## src/rtl/sdram_req_gen_pkg.sv

```systemverilog
// Shared constants and channel state encoding for the SDRAM burst
// request generator.
package sdram_req_gen_pkg;
  localparam int BURST_LEN    = 512;
  localparam int FIFO_DEPTH   = 1024;
  localparam int FRAME_BURSTS = 600;
  localparam int AW           = 11;
  localparam int PW           = 10;

  typedef enum logic [1:0] {
    ST_IDLE = 2'd0,
    ST_REQ  = 2'd1,
    ST_UPD  = 2'd2
  } chan_st_t;
endpackage

```

## src/rtl/sdram_req_gen_if.sv

```systemverilog
// FIFO levels, burst handshakes and frame addresses between the
// request generator and the SDRAM controller.
interface sdram_req_gen_if;
  import sdram_req_gen_pkg::*;

  logic          init_done;
  logic [AW-1:0] wfifo_rdusedw;
  logic [AW-1:0] rfifo_wrusedw;
  logic          wr_sdram_ack;
  logic          rd_sdram_ack;
  logic          wr_sdram_req;
  logic          rd_sdram_req;
  logic [AW-1:0] wr_addr;
  logic [AW-1:0] rd_addr;
  logic          rd_valid;
  logic          wr_frame_done;

  modport master (
    input  init_done, wfifo_rdusedw, rfifo_wrusedw,
    input  wr_sdram_ack, rd_sdram_ack,
    output wr_sdram_req, rd_sdram_req,
    output wr_addr, rd_addr, rd_valid, wr_frame_done
  );

  modport slave (
    output init_done, wfifo_rdusedw, rfifo_wrusedw,
    output wr_sdram_ack, rd_sdram_ack,
    input  wr_sdram_req, rd_sdram_req,
    input  wr_addr, rd_addr, rd_valid, wr_frame_done
  );
endinterface

```

## src/rtl/sdram_burst_chan.sv

```systemverilog
// One burst channel: IDLE/REQ/UPD handshake FSM and a page counter
// that wraps once per frame.
module sdram_burst_chan
  import sdram_req_gen_pkg::*;
#(
  parameter int PAGE_W   = 10,
  parameter int N_BURSTS = 600
) (
  input  logic              clk,
  input  logic              rst_n,
  input  logic              i_start,
  input  logic              i_ack,
  output logic              o_req,
  output logic              o_last,
  output logic [PAGE_W-1:0] o_page
);
  localparam logic [PAGE_W-1:0] LAST = PAGE_W'(N_BURSTS - 1);

  chan_st_t          r_st;
  logic              r_req;
  logic              r_last;
  logic [PAGE_W-1:0] r_page;
  logic              w_at_last;

  assign w_at_last = (r_page == LAST);

  // r_last is high only during the UPD cycle of a frame's final burst
  always_ff @(posedge clk or negedge rst_n) begin
    if (!rst_n) begin
      r_st   <= ST_IDLE;
      r_req  <= 1'b0;
      r_last <= 1'b0;
      r_page <= '0;
    end else begin
      case (r_st)
        ST_IDLE: begin
          if (i_start) begin
            r_st  <= ST_REQ;
            r_req <= 1'b1;
          end
        end
        ST_REQ: begin
          if (i_ack) begin
            r_st   <= ST_UPD;
            r_req  <= 1'b0;
            r_last <= w_at_last;
          end
        end
        ST_UPD: begin
          r_st   <= ST_IDLE;
          r_last <= 1'b0;
          r_page <= w_at_last ? '0 : r_page + 1'b1;
        end
        default: begin
          r_st   <= ST_IDLE;
          r_req  <= 1'b0;
          r_last <= 1'b0;
        end
      endcase
    end
  end

  assign o_req  = r_req;
  assign o_last = r_last;
  assign o_page = r_page;
endmodule

```

## src/rtl/sdram_req_gen.sv

```systemverilog
// Ping-pong frame buffer request generator: FIFO-level thresholds
// start write/read bursts; buffer bits swap at frame boundaries.
module sdram_req_gen #(
  parameter int BURST_LEN    = sdram_req_gen_pkg::BURST_LEN,
  parameter int FIFO_DEPTH   = sdram_req_gen_pkg::FIFO_DEPTH,
  parameter int FRAME_BURSTS = sdram_req_gen_pkg::FRAME_BURSTS
) (
  input logic             clk,
  input logic             rst_n,
  sdram_req_gen_if.master bus
);
  import sdram_req_gen_pkg::*;

  localparam logic [AW-1:0] WR_TH = AW'(BURST_LEN);
  localparam logic [AW-1:0] RD_TH = AW'(FIFO_DEPTH - BURST_LEN);

  logic          w_wr_start;
  logic          w_rd_start;
  logic          w_wr_last;
  logic          w_rd_last;
  logic [PW-1:0] w_wr_page;
  logic [PW-1:0] w_rd_page;
  logic          r_wr_buf;
  logic          r_rd_buf;
  logic          r_rd_valid;

  assign w_wr_start = bus.init_done &
                      (bus.wfifo_rdusedw >= WR_TH);
  assign w_rd_start = bus.init_done & r_rd_valid &
                      (bus.rfifo_wrusedw <= RD_TH);

  sdram_burst_chan #(
    .PAGE_W   (PW),
    .N_BURSTS (FRAME_BURSTS)
  ) u_wr (
    .clk     (clk),
    .rst_n   (rst_n),
    .i_start (w_wr_start),
    .i_ack   (bus.wr_sdram_ack),
    .o_req   (bus.wr_sdram_req),
    .o_last  (w_wr_last),
    .o_page  (w_wr_page)
  );

  sdram_burst_chan #(
    .PAGE_W   (PW),
    .N_BURSTS (FRAME_BURSTS)
  ) u_rd (
    .clk     (clk),
    .rst_n   (rst_n),
    .i_start (w_rd_start),
    .i_ack   (bus.rd_sdram_ack),
    .o_req   (bus.rd_sdram_req),
    .o_last  (w_rd_last),
    .o_page  (w_rd_page)
  );

  // Reader always follows the most recently completed write buffer
  always_ff @(posedge clk or negedge rst_n) begin
    if (!rst_n) begin
      r_wr_buf   <= 1'b0;
      r_rd_buf   <= 1'b0;
      r_rd_valid <= 1'b0;
    end else begin
      if (w_wr_last) begin
        r_wr_buf   <= ~r_wr_buf;
        r_rd_valid <= 1'b1;
      end
      if (w_rd_last)
        r_rd_buf <= w_wr_last ? r_wr_buf : ~r_wr_buf;
      else if (w_wr_last && !r_rd_valid)
        r_rd_buf <= r_wr_buf;
    end
  end

  assign bus.wr_addr       = {r_wr_buf, w_wr_page};
  assign bus.rd_addr       = {r_rd_buf, w_rd_page};
  assign bus.rd_valid      = r_rd_valid;
  assign bus.wr_frame_done = w_wr_last;
endmodule
```

## src/flat_wrapper.sv

```systemverilog
// flat-port wrapper written by rule: the top's interface ports become plain ports
module sdram_req_gen_flat import sdram_req_gen_pkg::*;
#(
  parameter int BURST_LEN    = sdram_req_gen_pkg::BURST_LEN,
  parameter int FIFO_DEPTH   = sdram_req_gen_pkg::FIFO_DEPTH,
  parameter int FRAME_BURSTS = sdram_req_gen_pkg::FRAME_BURSTS
)
  (clk, rst_n, bus_init_done, bus_wfifo_rdusedw, bus_rfifo_wrusedw, bus_wr_sdram_ack, bus_rd_sdram_ack, bus_wr_sdram_req, bus_rd_sdram_req, bus_wr_addr, bus_rd_addr, bus_rd_valid, bus_wr_frame_done);
  sdram_req_gen_if bus_i ();
  input logic clk;
  input logic rst_n;
  input wire logic [$bits(bus_i.init_done)-1:0] bus_init_done;
  input wire logic [$bits(bus_i.wfifo_rdusedw)-1:0] bus_wfifo_rdusedw;
  input wire logic [$bits(bus_i.rfifo_wrusedw)-1:0] bus_rfifo_wrusedw;
  input wire logic [$bits(bus_i.wr_sdram_ack)-1:0] bus_wr_sdram_ack;
  input wire logic [$bits(bus_i.rd_sdram_ack)-1:0] bus_rd_sdram_ack;
  output wire logic [$bits(bus_i.wr_sdram_req)-1:0] bus_wr_sdram_req;
  output wire logic [$bits(bus_i.rd_sdram_req)-1:0] bus_rd_sdram_req;
  output wire logic [$bits(bus_i.wr_addr)-1:0] bus_wr_addr;
  output wire logic [$bits(bus_i.rd_addr)-1:0] bus_rd_addr;
  output wire logic [$bits(bus_i.rd_valid)-1:0] bus_rd_valid;
  output wire logic [$bits(bus_i.wr_frame_done)-1:0] bus_wr_frame_done;
  assign bus_i.init_done = bus_init_done;
  assign bus_i.wfifo_rdusedw = bus_wfifo_rdusedw;
  assign bus_i.rfifo_wrusedw = bus_rfifo_wrusedw;
  assign bus_i.wr_sdram_ack = bus_wr_sdram_ack;
  assign bus_i.rd_sdram_ack = bus_rd_sdram_ack;
  assign bus_wr_sdram_req = bus_i.wr_sdram_req;
  assign bus_rd_sdram_req = bus_i.rd_sdram_req;
  assign bus_wr_addr = bus_i.wr_addr;
  assign bus_rd_addr = bus_i.rd_addr;
  assign bus_rd_valid = bus_i.rd_valid;
  assign bus_wr_frame_done = bus_i.wr_frame_done;
  sdram_req_gen #(.BURST_LEN(BURST_LEN), .FIFO_DEPTH(FIFO_DEPTH), .FRAME_BURSTS(FRAME_BURSTS)) u_core (.clk(clk), .rst_n(rst_n), .bus(bus_i));
endmodule
```

## config.mk

```make
export PLATFORM = sky130hd
export DESIGN_NAME = sdram_req_gen_flat
export DESIGN_NICKNAME = d
export VERILOG_FILES = /design/src/rtl/sdram_req_gen_pkg.sv /design/src/rtl/sdram_req_gen_if.sv /design/src/rtl/sdram_burst_chan.sv /design/src/rtl/sdram_req_gen.sv /design/src/flat_wrapper.sv
export SDC_FILE = /design/constraint.sdc
export NUM_CORES = 1
export LEC_CHECK = 0
export CORE_MARGIN = 5
export CORE_UTILIZATION = 45
export CTS_BUF_LIST = sky130_fd_sc_hd__clkbuf_4
export DETAILED_ROUTE_END_ITERATION = 8
export GPL_TIMING_DRIVEN = 0
export PLACE_DENSITY = 0.77
export RECOVER_POWER = 100
export SLEW_MARGIN = 20
export SYNTH_ARGS = -nofsm -noshare
export SYNTH_HDL_FRONTEND = slang
export SYNTH_HIERARCHICAL = 1
export SYNTH_SLANG_ARGS = --single-unit
```

## constraint.sdc

```tcl
create_clock -name clk -period 3.47 [get_ports clk]
set_clock_uncertainty 0.05 [all_clocks]
set_input_delay 1.041 -clock clk [delete_from_list [all_inputs] [get_ports clk]]
set_output_delay 1.041 -clock clk [all_outputs]
set_load 0.01 [all_outputs]
```

Word-level counts from Yosys, hierarchy flattened
Index checks and enable logic that the tools add are counted.
Word-level totals
  bits of input ports: 27
  bits in registers: 31
  output and inout port bits: 26
Operators by class
  reduce and logical (&&, ||, !) cells: 11
  order comparisons: 2
  equal/unequal tests: 10
  add/sub/neg operators: 2
  bitwise gates (word level): 8
  mux-type cells: 21
Operators with widths (count)
  $add 10x1->10 const B: 2
  $eq 10x10->1 const B: 2
  $mux 10: 2
  $ge 11x10->1 const B: 1
  $le 11x10->1 const B: 1
  $mux 1: 9
  $mux 2: 4
  $ne 2x2->1 const B: 4
  $pmux 2 s2: 2
  $reduce_and 2->1: 4
  $pmux 1 s3: 2
  $reduce_and 3->1: 2
  $not 1->1: 5
  $eq 2x1->1 const B: 2
  $eq 2x2->1 const B: 2
  $logic_not 2->1: 2
  $pmux 1 s2: 2
  $and 1x1->1: 3
  $reduce_bool 2->1: 1
  $logic_and 1x1->1: 1
  $logic_not 1->1: 1

Longest topological paths before layout
Gate-level depths: netlist (run 1).
  depth in word-level cells: 4
  gate-level depth with buffers: 6
  mapped depth without buffers: 6

By module
The synthesis (run 1) kept the hierarchy.
Modules (own cells, without submodules)
  sdram_burst_chan: cells each 66, instances 2, area an instance 658.1 µm²
  sdram_req_gen: cells each 20, instances 1, area an instance 186.4 µm²

Worst setup path after synthesis (run 1)
Ideal clock, no wire load.
  path type: input-to-reg
  start point: in bus_rfifo_wrusedw[3]
  end point: reg u_core.u_rd.r_req, in the netlist u_core/u_rd/o_req
  stages on the path: 6
  setup time: 0.064 ns
  setup slack: 1.467 ns
  path buffers: 0
  arrival time: 1.889 ns
  path through: nor4_1 nand3_1 a211oi_2 nand2_1 a21oi_1 a21o_1
On the way
  cells in the longest elaborated chain, start to end: 4
RTL lines
  from (decl): line flat_wrapper.sv:14  | input wire logic [$bits(bus_i.rfifo_wrusedw)-1:0] bus_rfifo_wrusedw;
  $le 11x10->1: line sdram_req_gen.sv:30  | (bus.rfifo_wrusedw <= RD_TH);
  $and 1x1->1: line sdram_req_gen.sv:29  | assign w_rd_start = bus.init_done & r_rd_valid &
  named net u_core.w_rd_start: line sdram_req_gen.sv:18  | logic w_rd_start;
  $ne 2x2->1 (no source line)
  $reduce_and 3->1 (no source line)
  to (signal assigned): line sdram_burst_chan.sv:39  | r_req <= 1'b1;
  to (signal assigned): line sdram_burst_chan.sv:45  | r_req <= 1'b0;
  to (signal assigned): line sdram_burst_chan.sv:56  | r_req <= 1'b0;
  to (decl): line sdram_burst_chan.sv:20  | logic r_req;
The timed path passes the listed nets, and every way through them passes these cells.
A chain may end at the register's enable or synchronous reset.

Worst setup path in the final report (run 1)
  start point: reg u_core.u_wr.r_page[3], in the netlist u_core/u_wr/o_page[3]
  end point: out bus_wr_addr[3]
RTL lines
  from (decl): line sdram_burst_chan.sv:22  | logic [PAGE_W-1:0] r_page;
  from (signal assigned): line sdram_burst_chan.sv:52  | r_page <= w_at_last ? '0 : r_page + 1'b1;
  to (decl): line flat_wrapper.sv:19  | output wire logic [$bits(bus_i.wr_addr)-1:0] bus_wr_addr;
No word-level cell between the ends.

==> impl_table.tex, run 1 <==
\begin{tabular}{lr}
\hline
Metric & Value \\
\hline
\multicolumn{2}{l}{\textbf{Outcome}} \\
\quad Violated checks & capacitance limit, slew limit \\
\quad Outcome & complete, but fails checks \\
\multicolumn{2}{l}{\textbf{STA}} \\
\quad Post-layout worst setup margin & 0.8927 ns \\
\quad Final Hold Vio Count & 0 \\
\quad Minimum hold slack & 0.4715 ns \\
\quad Setup TNS Final & 0 ns \\
\quad Setup repair after global routing missed its margin & no \\
\quad Maximum achievable frequency & 388.0 MHz \\
\quad Clock period minus worst slack & 2.577 ns \\
\quad Slew margin rel. & -9.854\% \\
\quad Final setup violation count & 0 \\
\quad Portion of the clock cycle consumed by the worst path in the final layout & around three quarters \\
\quad Slew at the pin with the worst max-slew slack & between 1.5 and 2 ns \\
\quad Final count of pins violating max slew & 32 \\
\multicolumn{2}{l}{\textbf{Placed design}} \\
\quad Pre-CTS setup slack & $\sim$1 ns \\
\quad Estimated wirelength of the detail-placed design & $\sim$2600 um \\
\quad Area after detailed placement & 1986 um\^{}2 \\
\quad \# port buffers & 43 \\
\quad Placed instance count & 241 \\
\quad Gpl congestion & about 0.84 \\
\multicolumn{2}{l}{\textbf{Power and ir drop}} \\
\quad Portion of total power attributed to the clock network & between 20\% and 30\% \\
\quad Int Power & 547.6 uW \\
\quad P\_sw & 218.5 uW \\
\quad Power density over the cells & 379.4 nW/um\^{}2 \\
\quad Share of power burned in combinational logic & 17.9\% \\
\quad Leakage dissipation & 0.9725 nW \\
\quad Total Power Consumption & 766.1 uW \\
\quad Sequential group share of total power & 55.5\% \\
\quad Worst supply voltage drop on vdd & 0.1988 mV \\
\quad Switching fraction of total power & 28.53\% \\
\multicolumn{2}{l}{\textbf{Floorplan}} \\
\quad Width of the chip & 67.79 um \\
\quad IO Count & 53 \\
\quad Initial Utilization & 45.75\% \\
\quad Chip Height & 67.79 um \\
\quad Placement Rows & 21 \\
\quad Core Region & 3284 um\^{}2 \\
\quad Area of the die & 4595 um\^{}2 \\
\multicolumn{2}{l}{\textbf{Drt}} \\
\quad Drt via density & roughly 5.3 \\
\quad Total detailed-routing wirelength & 3415 um \\
\quad Vias post-DR & 1327 \\
\quad Total iterations of the first detailed-routing run & 4 \\
\quad Number of nets still failing antenna checks after routing & 0 \\
\quad Post-detailed-route wirelength per cell & 13.71 um \\
\quad Number of design rule violations left after detail routing & 0 \\
\quad Initial drt markers & 100 \\
\multicolumn{2}{l}{\textbf{Cells and area}} \\
\quad Layout overhead on the synthesized area & 34.39\% \\
\quad Final std cells w/o fill & approximately 250 \\
\quad ANT cells & 0 \\
\quad Cell area after layout & 2019 um\^{}2 \\
\quad Net total in the final layout & 231 \\
\quad Ratio of cells with drive above 1 in the final layout & 6.404\% \\
\quad Final core utilization & 61.49\% \\
\multicolumn{2}{l}{\textbf{Clocking}} \\
\quad Cts bufs inserted & 5 \\
\quad CTS tree & built \\
\quad Clock sinks & 31 \\
\quad CTS Root Cell & clkbuf\_4 \\
\quad Number of setup buffers added after CTS & 0 \\
\quad Total number of H-tree levels & 2 \\
\quad Bufs on Longest Clock Path & 2 \\
\quad Quantity of gates resized following cts & 0 \\
\quad Clock-pin slew on the worst setup and hold paths & 0.10 ns \\
\quad Clock insertion delay at the later pin of the skew report & between 0.3 and 0.4 ns \\
\quad Hold buffer count at cts & 0 \\
\multicolumn{2}{l}{\textbf{Worst setup path}} \\
\quad Arrival time of data at the critical path endpoint & 1.49 ns \\
\quad Reg2Reg Depth & 4 \\
\quad Critical path start-end classification & reg -> out \\
\quad R2R Path Start & u\_core/u\_wr/o\_page[3] \\
\quad Highest cell delay on the worst timing path & about 0.66 ns \\
\quad Required time worst endpoint & 2.38 ns \\
\quad Register-to-Register Setup Slack & 1.72 ns \\
\quad Sequence of cells on the critical path & dlygate4sd3\_1 \\
\quad Capture instance of the worst register-to-register path & u\_core/u\_wr/o\_last \\
\quad Crit path buffers/inverters & 1 \\
\quad Standard cell with the maximum stage delay on the critical path & dlygate4sd3\_1 \\
\quad Gate family responsible for the most delay along the worst path & buffers and inverters \\
\quad Critical path launch point type & flip-flop \\
\quad Critical Path End Type & output pin \\
\quad Crit Path Max Fanout & 8 \\
\multicolumn{2}{l}{\textbf{Global route}} \\
\quad Pin count of the biggest net entering global routing & 32 \\
\quad Overall overflow remaining after global route & 0 \\
\quad Global-route wire length before repair & 5623 um \\
\quad Vias in the first global route & approximately 1300 \\
\quad GRT Overall Usage & between 15 and 20\% \\
\quad Number of antenna violations at the first check in global routing & 0 \\
\multicolumn{2}{l}{\textbf{Worst hold path}} \\
\quad Capture endpoint of the worst hold path & u\_core/r\_wr\_buf \\
\quad Worst hold path cell count & 1 \\
\quad Type of the worst min-delay path & reg -> reg \\
\quad Critical hold path startpoint & u\_core/r\_wr\_buf \\
\multicolumn{2}{l}{\textbf{Yosys}} \\
\quad Part of the Yosys area used for sequential elements & 51.62\% \\
\quad Mean cell area of the mapped netlist & a little under 10 um\^{}2 \\
\quad Warnings from Yosys & 6 \\
\quad Number of standard cells after synthesis & 152 \\
\quad Synth unique cells & 30 \\
\quad Net count after synthesis & approximately 180 \\
\quad Cell area after technology mapping & 1503 um\^{}2 \\
\quad Number of synthesized register bits & 31 \\
\multicolumn{2}{l}{\textbf{Flow run}} \\
\quad Max cap viols & 1 \\
\hline
\end{tabular}
==> flip-flops by register name, indices dropped and copies added, names as in the netlist <==
| signal | count |
|---|---|
| u_core/u_rd/o_req | 1 |
| u_core/u_wr/r_st | 2 |
| u_core/u_wr/o_page | 10 |
| u_core/u_rd/o_page | 10 |
| u_core/u_rd/r_st | 2 |
| u_core/u_wr/o_last | 1 |
| u_core/u_wr/o_req | 1 |
| u_core/r_rd_buf | 1 |
| u_core/bus.rd_valid | 1 |
| u_core/u_rd/o_last | 1 |
| u_core/r_wr_buf | 1 |
==> cell usage after synthesis <==
cell type,instances,share of area (%)
ha_1,2,1.7
inv_1,4,1.0
a21o_1,2,1.0
xor2_1,7,4.1
a31oi_1,4,1.7
nor2b_1,1,0.42
nor3_1,5,1.7
xnor2_1,4,2.3
nand2_1,21,5.2
or2b_2,2,1.2
or3_1,4,1.7
dfrtp_1,31,52
buf_4,2,1.0
and4_2,2,1.3
a22oi_1,1,0.50
o31a_1,2,1.2
o21a_1,1,0.50
and2b_1,2,1.0
nor4b_2,2,2.0
nor4_1,1,0.42
o21ai_0,7,2.3
nor2_1,12,3.0
nand4b_1,2,1.2
nand3_1,7,2.3
or2_2,1,0.42
a211oi_2,1,0.83
nand2b_1,9,3.7
nand4_1,2,0.83
a21oi_1,10,3.3
a211o_1,1,0.58
==> layer usage <==
metal	routed length (um)	global-route usage (%)	vias to the layer above
met4	82	9.926	0
li1	-	-	634
met1	1415	17.42	647
met2	1756	28.68	37
met3	160	4.326	9
met5	0	0	-
==> power groups by stage <==
stage	clock network [mW]	registers [mW]	logic, mW
CTS	0.211	0.427	0.150
global placement	0	0.430	0.142
detailed placement	0	0.433	0.149
finish	0.204	0.425	0.137
global route	0.226	0.431	0.151
floorplan	0	0.438	0.0488
==> layout by cell type, fill, tap and decap left out, types with 5 or more instances in the layout <==
cell,n
a21oi_1,10
clkbuf_4,6
clkdlybuf4s50_1,13
dfrtp_1,31
dlygate4sd3_1,29
nand2_1,21
nand2b_1,9
nand3_1,7
nor2_1,12
nor3_1,5
o21ai_0,7
xor2_1,7
==> area by class of cell <==
| type | count | area, um^2 |
|---|---|---|
| clock buffer | 6 | 45.04 |
| clock inverter | 2 | 7.507 |
| sequential | 31 | 775.7 |
| multi-input combinational | 115 | 679.4 |
| fill | 295 | 1265 |
| buffer | 2 | 15.01 |
| inverter | 4 | 15.01 |
| timing repair buffer | 43 | 424.2 |
| tap | 46 | 57.56 |
==> logic make-up after synthesis <==
family                     after synthesis  synth area share [%]
xor gates and xnor gates                11                 6.411
buffers and inverters                    6                 1.998
and+or+nand+nor                         73                 26.39
AOI/OAI and AO/OA                       29                 11.91
DFF                                     31                 51.62
adders and majority gates                2                 1.665
==> worst max path at each step <==
stage | startpoint | endpoint | slack [ns] | cells past startpoint
after floorplan | bus_rfifo_wrusedw[3] | u_core/u_rd/o_req | 1.47 | 6
after global placement | rst_n | u_core/u_wr/o_page[2] | 0.76 | 1
after detailed placement | bus_rfifo_wrusedw[3] | u_core/u_rd/o_req | 0.98 | 7
after CTS | u_core/u_rd/o_page[3] | bus_rd_addr[3] | 0.92 | 1
after global routing | u_core/u_wr/o_page[3] | bus_wr_addr[3] | 0.81 | 1
final | u_core/u_wr/o_page[3] | bus_wr_addr[3] | 0.89 | 1
==> worst reg2reg max path, stage by stage (launching register included) <==
cell and delay [ns]:
dfrtp_1 0.47, nor4b_1 0.37, nand4b_1 0.24, or3_1 0.39
a21oi_1 0.14
Note: power is estimated with default switching activity, not from simulation.
==> run 2: changes to the inputs <==
--- a/config.mk
+++ b/config.mk
@@ -6,11 +6,11 @@
 export NUM_CORES = 1
 export LEC_CHECK = 0
 export CORE_MARGIN = 5
-export CORE_UTILIZATION = 45
+export CORE_UTILIZATION = 42
 export CTS_BUF_LIST = sky130_fd_sc_hd__clkbuf_4
 export DETAILED_ROUTE_END_ITERATION = 8
 export GPL_TIMING_DRIVEN = 0
-export PLACE_DENSITY = 0.77
+export PLACE_DENSITY = 0.75
 export RECOVER_POWER = 100
 export SLEW_MARGIN = 20
 export SYNTH_ARGS = -nofsm -noshare
==> constraint.sdc (replaced) <==
create_clock -name clk -period 2.3 [get_ports clk]
set_clock_uncertainty 0.05 [all_clocks]
set_input_delay 0.69 -clock clk [delete_from_list [all_inputs] [get_ports clk]]
set_output_delay 0.69 -clock clk [all_outputs]
set_load 0.01 [all_outputs]
==> run 2 against run 1 <==
The run still ends with capacitance limit, slew limit left. Sequential share of layout area unchanged. Critical endpoint is now bus_rd_addr[10]. Via count decreased by 1.8%. Non-clock buffer count unchanged.
==> impl_table.tex, run 2 (synthesis results as in run 1) <==
\begin{tabular}{lr}
\hline
Metric & Value \\
\hline
\multicolumn{2}{l}{\textbf{Clocking}} \\
\quad Quantity of gates resized following cts & 0 (unchanged) \\
\quad Clock sinks & 31 (unchanged) \\
\quad Cts bufs inserted & 5 (unchanged) \\
\quad CTS tree & built \\
\quad Hold buffer count at cts & 0 (unchanged) \\
\quad Clock-pin slew on the worst setup and hold paths & 0.09 ns (about the same) \\
\quad Total number of H-tree levels & 2 (unchanged) \\
\quad Clock insertion delay at the later pin of the skew report & 0.33 ns (about the same) \\
\quad Bufs on Longest Clock Path & 2 (unchanged) \\
\quad CTS Root Cell & clkbuf\_4 \\
\quad Number of setup buffers added after CTS & 0 (unchanged) \\
\multicolumn{2}{l}{\textbf{Drt}} \\
\quad Drt via density & 5.233 (-1.8\%) \\
\quad Total iterations of the first detailed-routing run & 4 (unchanged) \\
\quad Number of design rule violations left after detail routing & 0 (unchanged) \\
\quad Total detailed-routing wirelength & 3375 um (-1.2\%) \\
\quad Routed wire length on met2 & 1779 um (+1.3\%) \\
\quad Routed metal-1 wire length & 1384 um (-2.2\%) \\
\quad Vias post-DR & 1303 (-1.8\%) \\
\quad Initial drt markers & 106 (+6.0\%) \\
\quad Number of nets still failing antenna checks after routing & 0 (unchanged) \\
\quad Top sig layer & met4 \\
\quad Met3 Routed Length & 158 um (-1.3\%) \\
\quad Post-detailed-route wirelength per cell & 13.55 um (-1.2\%) \\
\multicolumn{2}{l}{\textbf{Placed design}} \\
\quad \# port buffers & 43 (unchanged) \\
\quad Placed instance count & 241 (unchanged) \\
\quad Estimated wirelength of the detail-placed design & 2590 um (+0.84\%) \\
\quad Pre-CTS setup slack & 0.09654 ns (-0.8800 ns) \\
\quad Gpl congestion & 0.8292 (-0.96\%) \\
\quad Area after detailed placement & 1986 um\^{}2 (unchanged) \\
\multicolumn{2}{l}{\textbf{STA}} \\
\quad Minimum hold slack & 0.4677 ns (-0.003857 ns) \\
\quad Final count of pins violating max slew & 32 (unchanged) \\
\quad Setup repair after global routing missed its margin & no \\
\quad Setup TNS Final & 0 ns (unchanged) \\
\quad Maximum achievable frequency & 455.8 MHz \\
\quad Post-layout worst setup margin & 0.1060 ns (-0.7867 ns) \\
\quad Slew margin rel. & -8.139\% (+1.7 points) \\
\quad Clock period minus worst slack & 2.194 ns \\
\quad Slew at the pin with the worst max-slew slack & 1.622 ns (-0.02573 ns) \\
\quad Final setup violation count & 0 (unchanged) \\
\quad Final Hold Vio Count & 0 (unchanged) \\
\quad Portion of the clock cycle consumed by the worst path in the final layout & 95.39\% \\
\multicolumn{2}{l}{\textbf{Worst setup path}} \\
\quad Critical path launch point type & flip-flop \\
\quad Critical path start-end classification & reg -> out \\
\quad Arrival time of data at the critical path endpoint & 1.45 ns (-0.04 ns) \\
\quad Required time worst endpoint & 1.56 ns (-0.82 ns) \\
\quad Sequence of cells on the critical path & buf\_4 -> dlygate4sd3\_1 \\
\quad Highest cell delay on the worst timing path & 0.60 ns (-0.06 ns) \\
\quad Crit path buffers/inverters & 2 (+1) \\
\quad Standard cell with the maximum stage delay on the critical path & dlygate4sd3\_1 \\
\quad Crit Path Max Fanout & 3 (-5) \\
\quad Critical Path End Type & output pin \\
\quad Gate family responsible for the most delay along the worst path & buffers and inverters \\
\multicolumn{2}{l}{\textbf{Global route}} \\
\quad Number of antenna violations at the first check in global routing & 0 (unchanged) \\
\quad Pin count of the biggest net entering global routing & 32 (unchanged) \\
\quad Global-route wire length before repair & 5713 um (+1.6\%) \\
\quad GRT Overall Usage & 14.65\% (-1.7 points) \\
\quad Overall overflow remaining after global route & 0 (unchanged) \\
\quad Vias in the first global route & 1332 (-0.075\%) \\
\multicolumn{2}{l}{\textbf{Floorplan}} \\
\quad Core Region & 3390 um\^{}2 (+3.2\%) \\
\quad Chip Height & 69.82 um (+3.0\%) \\
\quad IO Count & 53 (unchanged) \\
\quad Area of the die & 4874 um\^{}2 (+6.1\%) \\
\quad Width of the chip & 69.82 um (+3.0\%) \\
\quad Initial Utilization & 44.33\% (-1.4 points) \\
\quad Placement Rows & 21 (unchanged) \\
\multicolumn{2}{l}{\textbf{Cells and area}} \\
\quad Net total in the final layout & 231 (unchanged) \\
\quad Footprint of the flip-flops and latches & 775.7 um\^{}2 (unchanged) \\
\quad Ratio of cells with drive above 1 in the final layout & 6.404\% (unchanged) \\
\quad ANT cells & 0 (unchanged) \\
\quad Cell area after layout & 2019 um\^{}2 (unchanged) \\
\quad Most used cells in the layout excluding fill and tap cells & dfrtp\_1, dlygate4sd3\_1, nand2\_1 \\
\quad Final-layout fill cell count & 291 (-1.4\%) \\
\quad Final std cells w/o fill & 249 (unchanged) \\
\quad Footprint of the multi-input gates & 679.4 um\^{}2 (unchanged) \\
\quad Most common library cell in the layout ignoring fill and taps & dfrtp\_1 \\
\quad Final core utilization & 59.58\% (-1.9 points) \\
\quad Layout overhead on the synthesized area & 34.39\% (unchanged) \\
\multicolumn{2}{l}{\textbf{Power and ir drop}} \\
\quad Total Power Consumption & 1.156 mW (+51\%) \\
\quad P\_sw & 327.1 uW (+50\%) \\
\quad Leakage dissipation & 0.9621 nW (-1.1\%) \\
\quad Worst supply voltage drop on vdd & 0.4071 mV (+100\%) \\
\quad Switching fraction of total power & 28.29\% (-0.24 points) \\
\quad Share of power burned in combinational logic & 18.1\% (+0.2 points) \\
\quad Sequential group share of total power & 55.5\% (about the same) \\
\quad Power density over the cells & 572.6 nW/um\^{}2 (+51\%) \\
\quad Int Power & 829.2 uW (+51\%) \\
\quad Portion of total power attributed to the clock network & 26.4\% (-0.2 points) \\
\multicolumn{2}{l}{\textbf{Worst hold path}} \\
\quad Type of the worst min-delay path & reg -> reg \\
\multicolumn{2}{l}{\textbf{Outcome}} \\
\quad Violated checks & capacitance limit, slew limit \\
\quad Outcome & complete, but fails checks \\
\multicolumn{2}{l}{\textbf{Flow run}} \\
\quad Max cap viols & 1 (unchanged) \\
\hline
\end{tabular}
run 2: cell count changes in the layout (fill, tap and decap cells not counted), sizes merged:
cell	previous run	this run
clkdlybuf4s50	13	16
dlygate4sd3	29	26
run 2: worst paths after layout:
| path | slack (ns) | end | cells after the start | start |
|---|---|---|---|---|
| min in group asynchronous | 0.71 | u_core/u_rd/o_page[0] | 1 | rst_n |
| hold reg to reg | 0.47 | u_core/u_rd/o_page[2] | 1 | u_core/u_rd/o_page[2] |
| setup reg to reg | 0.56 | u_core/u_wr/o_last | 4 | u_core/u_wr/o_page[3] |
| max in group asynchronous | 0.56 | u_core/u_wr/o_page[2] | 1 | rst_n |
| setup / recovery | 0.11 | bus_rd_addr[10] | 2 | u_core/r_rd_buf |
| hold / removal | 0.47 | u_core/u_rd/o_page[2] | 1 | u_core/u_rd/o_page[2] |
run 2: power by group through the flow:
| stage | Clock [mW] | Combinational, mW | Sequential (mW) |
|---|---|---|---|
| floorplan | 0 | 0.0736 | 0.662 |
| global placement | 0 | 0.215 | 0.649 |
| detailed placement | 0 | 0.226 | 0.655 |
| CTS | 0.319 | 0.228 | 0.644 |
| global route | 0.335 | 0.234 | 0.652 |
| finish | 0.305 | 0.210 | 0.642 |
run 2: final cells by class:
class | count | share of cell area, %
Tap cell | 46 | 2.850
Sequential cell | 31 | 38.41
Timing Repair Buffer | 43 | 21.00
Multi-Input combinational cell | 115 | 33.64
Clock inverter | 2 | 0.3717
Clock buffer | 6 | 2.230
Inverter | 4 | 0.7435
Buffer | 2 | 0.7435
run 2: metal layers:
| metal | global-route usage (%) | up-vias |
|---|---|---|
| li1 | - | 631 |
| met1 | 15.45 | 629 |
| met2 | 26.55 | 36 |
| met3 | 5.362 | 7 |
| met4 | 5.106 | 0 |
| met5 | 0 | - |
==> run 3: changes to the inputs <==
--- a/config.mk
+++ b/config.mk
@@ -6,11 +6,11 @@
 export NUM_CORES = 1
 export LEC_CHECK = 0
 export CORE_MARGIN = 5
-export CORE_UTILIZATION = 42
+export CORE_UTILIZATION = 45
 export CTS_BUF_LIST = sky130_fd_sc_hd__clkbuf_4
 export DETAILED_ROUTE_END_ITERATION = 8
 export GPL_TIMING_DRIVEN = 0
-export PLACE_DENSITY = 0.75
+export PLACE_DENSITY = 0.77
 export RECOVER_POWER = 100
 export SLEW_MARGIN = 20
 export SYNTH_ARGS = -nofsm -noshare
==> constraint.sdc (replaced) <==
create_clock -name clk -period 2.2 [get_ports clk]
set_clock_uncertainty 0.05 [all_clocks]
set_input_delay 0.66 -clock clk [delete_from_list [all_inputs] [get_ports clk]]
set_output_delay 0.66 -clock clk [all_outputs]
set_load 0.01 [all_outputs]
==> run 3 against run 2 <==
The flow now finishes without violations. Via count grew 1.2%. Global-route usage rose by 1.7 points. Sequential power increased by 4.7%. Count of clock-buffer cells in the layout unchanged. Total power is 5.0% higher. Sequential share of layout area hardly changed. Final area up 0.12%. Final cell count is the same. Register-to-register slack got worse by 0.10 ns. Die area shrank 5.7%. First-iteration DRC count is 6.6% lower. Critical path type unchanged. Critical endpoint is now bus_rd_addr[3]. Highest routed layer unchanged.
==> impl_table.tex, run 3 (synthesis results as in run 1) <==
\begin{tabular}{lr}
\hline
Metric & Value \\
\hline
\multicolumn{2}{l}{\textbf{Outcome}} \\
\quad Outcome & finished clean \\
\multicolumn{2}{l}{\textbf{Drt}} \\
\quad Number of nets still failing antenna checks after routing & 0 (unchanged) \\
\quad Total detailed-routing wirelength & 3438 um (+1.9\%) \\
\quad Vias post-DR & 1318 (+1.2\%) \\
\quad Initial drt markers & 99 (-6.6\%) \\
\quad Post-detailed-route wirelength per cell & 13.81 um (+1.9\%) \\
\quad Drt via density & 5.293 (+1.2\%) \\
\quad Total iterations of the first detailed-routing run & 4 (unchanged) \\
\quad Number of design rule violations left after detail routing & 0 (unchanged) \\
\multicolumn{2}{l}{\textbf{Placed design}} \\
\quad Estimated wirelength of the detail-placed design & 2568 um (-0.83\%) \\
\quad \# port buffers & 43 (unchanged) \\
\quad Gpl congestion & 0.8372 (+0.96\%) \\
\quad Area after detailed placement & 1986 um\^{}2 (unchanged) \\
\quad Pre-CTS setup slack & 0.08754 ns (-0.008990 ns) \\
\multicolumn{2}{l}{\textbf{Global route}} \\
\quad GRT Overall Usage & 16.36\% (+1.7 points) \\
\quad Pin count of the biggest net entering global routing & 32 (unchanged) \\
\quad Global-route wire length before repair & 5623 um (-1.6\%) \\
\quad Overall overflow remaining after global route & 0 (unchanged) \\
\quad Number of antenna violations at the first check in global routing & 0 (unchanged) \\
\quad Vias in the first global route & 1333 (+0.075\%) \\
\multicolumn{2}{l}{\textbf{Worst setup path}} \\
\quad Required time worst endpoint & 1.49 ns (-0.07 ns) \\
\quad Critical path start-end classification & reg -> out \\
\quad Highest cell delay on the worst timing path & 0.59 ns (about the same) \\
\quad Crit Path Max Fanout & 8 (+5) \\
\quad Critical path launch point type & flip-flop \\
\quad Crit path buffers/inverters & 1 (-1) \\
\quad Sequence of cells on the critical path & clkdlybuf4s50\_1 \\
\quad Critical Path End Type & output pin \\
\quad Standard cell with the maximum stage delay on the critical path & clkdlybuf4s50\_1 \\
\quad Arrival time of data at the critical path endpoint & 1.42 ns (-0.03 ns) \\
\quad Gate family responsible for the most delay along the worst path & buffers and inverters \\
\multicolumn{2}{l}{\textbf{Cells and area}} \\
\quad Net total in the final layout & 231 (unchanged) \\
\quad Most used cells in the layout excluding fill and tap cells & dfrtp\_1, clkdlybuf4s50\_1, nand2\_1 \\
\quad Final core utilization & 61.56\% (+2.0 points) \\
\quad Final-layout fill cell count & 294 (+1.0\%) \\
\quad Ratio of cells with drive above 1 in the final layout & 7.389\% (+0.99 points) \\
\quad Cell area after layout & 2022 um\^{}2 (+0.12\%) \\
\quad Most common library cell in the layout ignoring fill and taps & dfrtp\_1 \\
\quad Layout overhead on the synthesized area & 34.55\% \\
\quad ANT cells & 0 (unchanged) \\
\multicolumn{2}{l}{\textbf{Floorplan}} \\
\quad Width of the chip & 67.79 um (-2.9\%) \\
\quad Chip Height & 67.79 um (-2.9\%) \\
\quad Area of the die & 4595 um\^{}2 (-5.7\%) \\
\quad Initial Utilization & 45.75\% (+1.4 points) \\
\quad Placement Rows & 21 (unchanged) \\
\quad IO Count & 53 (unchanged) \\
\quad Core Region & 3284 um\^{}2 (-3.1\%) \\
\multicolumn{2}{l}{\textbf{Clocking}} \\
\quad Hold buffer count at cts & 0 (unchanged) \\
\quad CTS tree & built \\
\quad Clock insertion delay at the later pin of the skew report & 0.34 ns (about the same) \\
\quad CTS Root Cell & clkbuf\_4 \\
\quad Cts bufs inserted & 5 (unchanged) \\
\quad Clock sinks & 31 (unchanged) \\
\quad Clock-pin slew on the worst setup and hold paths & 0.10 ns (about the same) \\
\quad Bufs on Longest Clock Path & 2 (unchanged) \\
\quad Total number of H-tree levels & 2 (unchanged) \\
\quad Number of setup buffers added after CTS & 0 (unchanged) \\
\quad Quantity of gates resized following cts & 0 (unchanged) \\
\multicolumn{2}{l}{\textbf{STA}} \\
\quad Minimum hold slack & 0.3035 ns (-0.1642 ns) \\
\quad Portion of the clock cycle consumed by the worst path in the final layout & a little over nine tenths \\
\quad Clock period minus worst slack & 2.131 ns \\
\quad Slew margin rel. & 53.98\% (+62 points) \\
\quad Final count of pins violating max slew & 0 (-100\%) \\
\quad Setup repair after global routing missed its margin & no \\
\quad Maximum achievable frequency & 469.3 MHz \\
\quad Post-layout worst setup margin & 0.06920 ns (-0.03682 ns) \\
\quad Final setup violation count & 0 (unchanged) \\
\quad Final Hold Vio Count & 0 (unchanged) \\
\quad Slew at the pin with the worst max-slew slack & 0.6903 ns (-0.9318 ns) \\
\multicolumn{2}{l}{\textbf{Worst hold path}} \\
\quad Type of the worst min-delay path & in -> async \\
\multicolumn{2}{l}{\textbf{Power and ir drop}} \\
\quad Power density over the cells & 600.6 nW/um\^{}2 (+4.9\%) \\
\quad Worst supply voltage drop on vdd & 0.3160 mV (-22\%) \\
\quad Leakage dissipation & 0.9334 nW (-3.0\%) \\
\multicolumn{2}{l}{\textbf{Flow run}} \\
\quad Max cap viols & 0 (-1) \\
\hline
\end{tabular}
run 3: per-stage QoR:
| step | TNS (ns) | std cells | power (mW) |
|---|---|---|---|
| floorplan | 0 | 152 | 0.7685 |
| global placement | -3.978 | 241 | 0.9027 |
| detailed placement | 0 | 241 | 0.9182 |
| CTS | 0 | 249 | 1.243 |
| global route | 0 | 249 | 1.280 |
| finish | 0 | 249 | 1.214 |
run 3: layout make-up:
type	count	area, um^2	share of cell area, %
Buffer	2	15.01	0.7426
Inverter	4	15.01	0.7426
Tap cell	46	57.56	2.847
Timing Repair Buffer	43	425.4	21.04
Multi-Input combinational cell	115	679.4	33.60
Clock buffer	6	45.04	2.228
Clock inverter	2	7.507	0.3713
Sequential cell	31	777.0	38.43
run 3: metal layers:
metal	GRT usage, %	vias to the layer above	routed length, um
li1	-	634	-
met1	17.42	636	1439
met2	28.68	39	1753
met3	4.326	9	175
met4	9.926	0	69
met5	0	-	0
run 3: worst paths after layout:
| kind | start | to | slack [ns] | depth (start not counted) |
|---|---|---|---|---|
| hold reg to reg | u_core/r_wr_buf | u_core/r_wr_buf | 0.47 | 1 |
| max in group asynchronous | rst_n | u_core/u_wr/o_page[3] | 1.32 | 1 |
| setup reg to reg | u_core/u_rd/o_page[3] | u_core/u_rd/o_last | 0.46 | 4 |
| setup / recovery | u_core/u_rd/o_page[3] | bus_rd_addr[3] | 0.07 | 1 |
| hold / removal | rst_n | u_core/u_wr/o_page[6] | 0.30 | 1 |
| min in group clk | u_core/r_wr_buf | u_core/r_wr_buf | 0.47 | 1 |
run 3: power breakdown:
part / switching [mW] / total (mW) / internal (mW)
Sequential: 0.0572 / 0.672 / 0.615
Combinational: 0.0973 / 0.220 / 0.122
Clock: 0.192 / 0.322 / 0.130
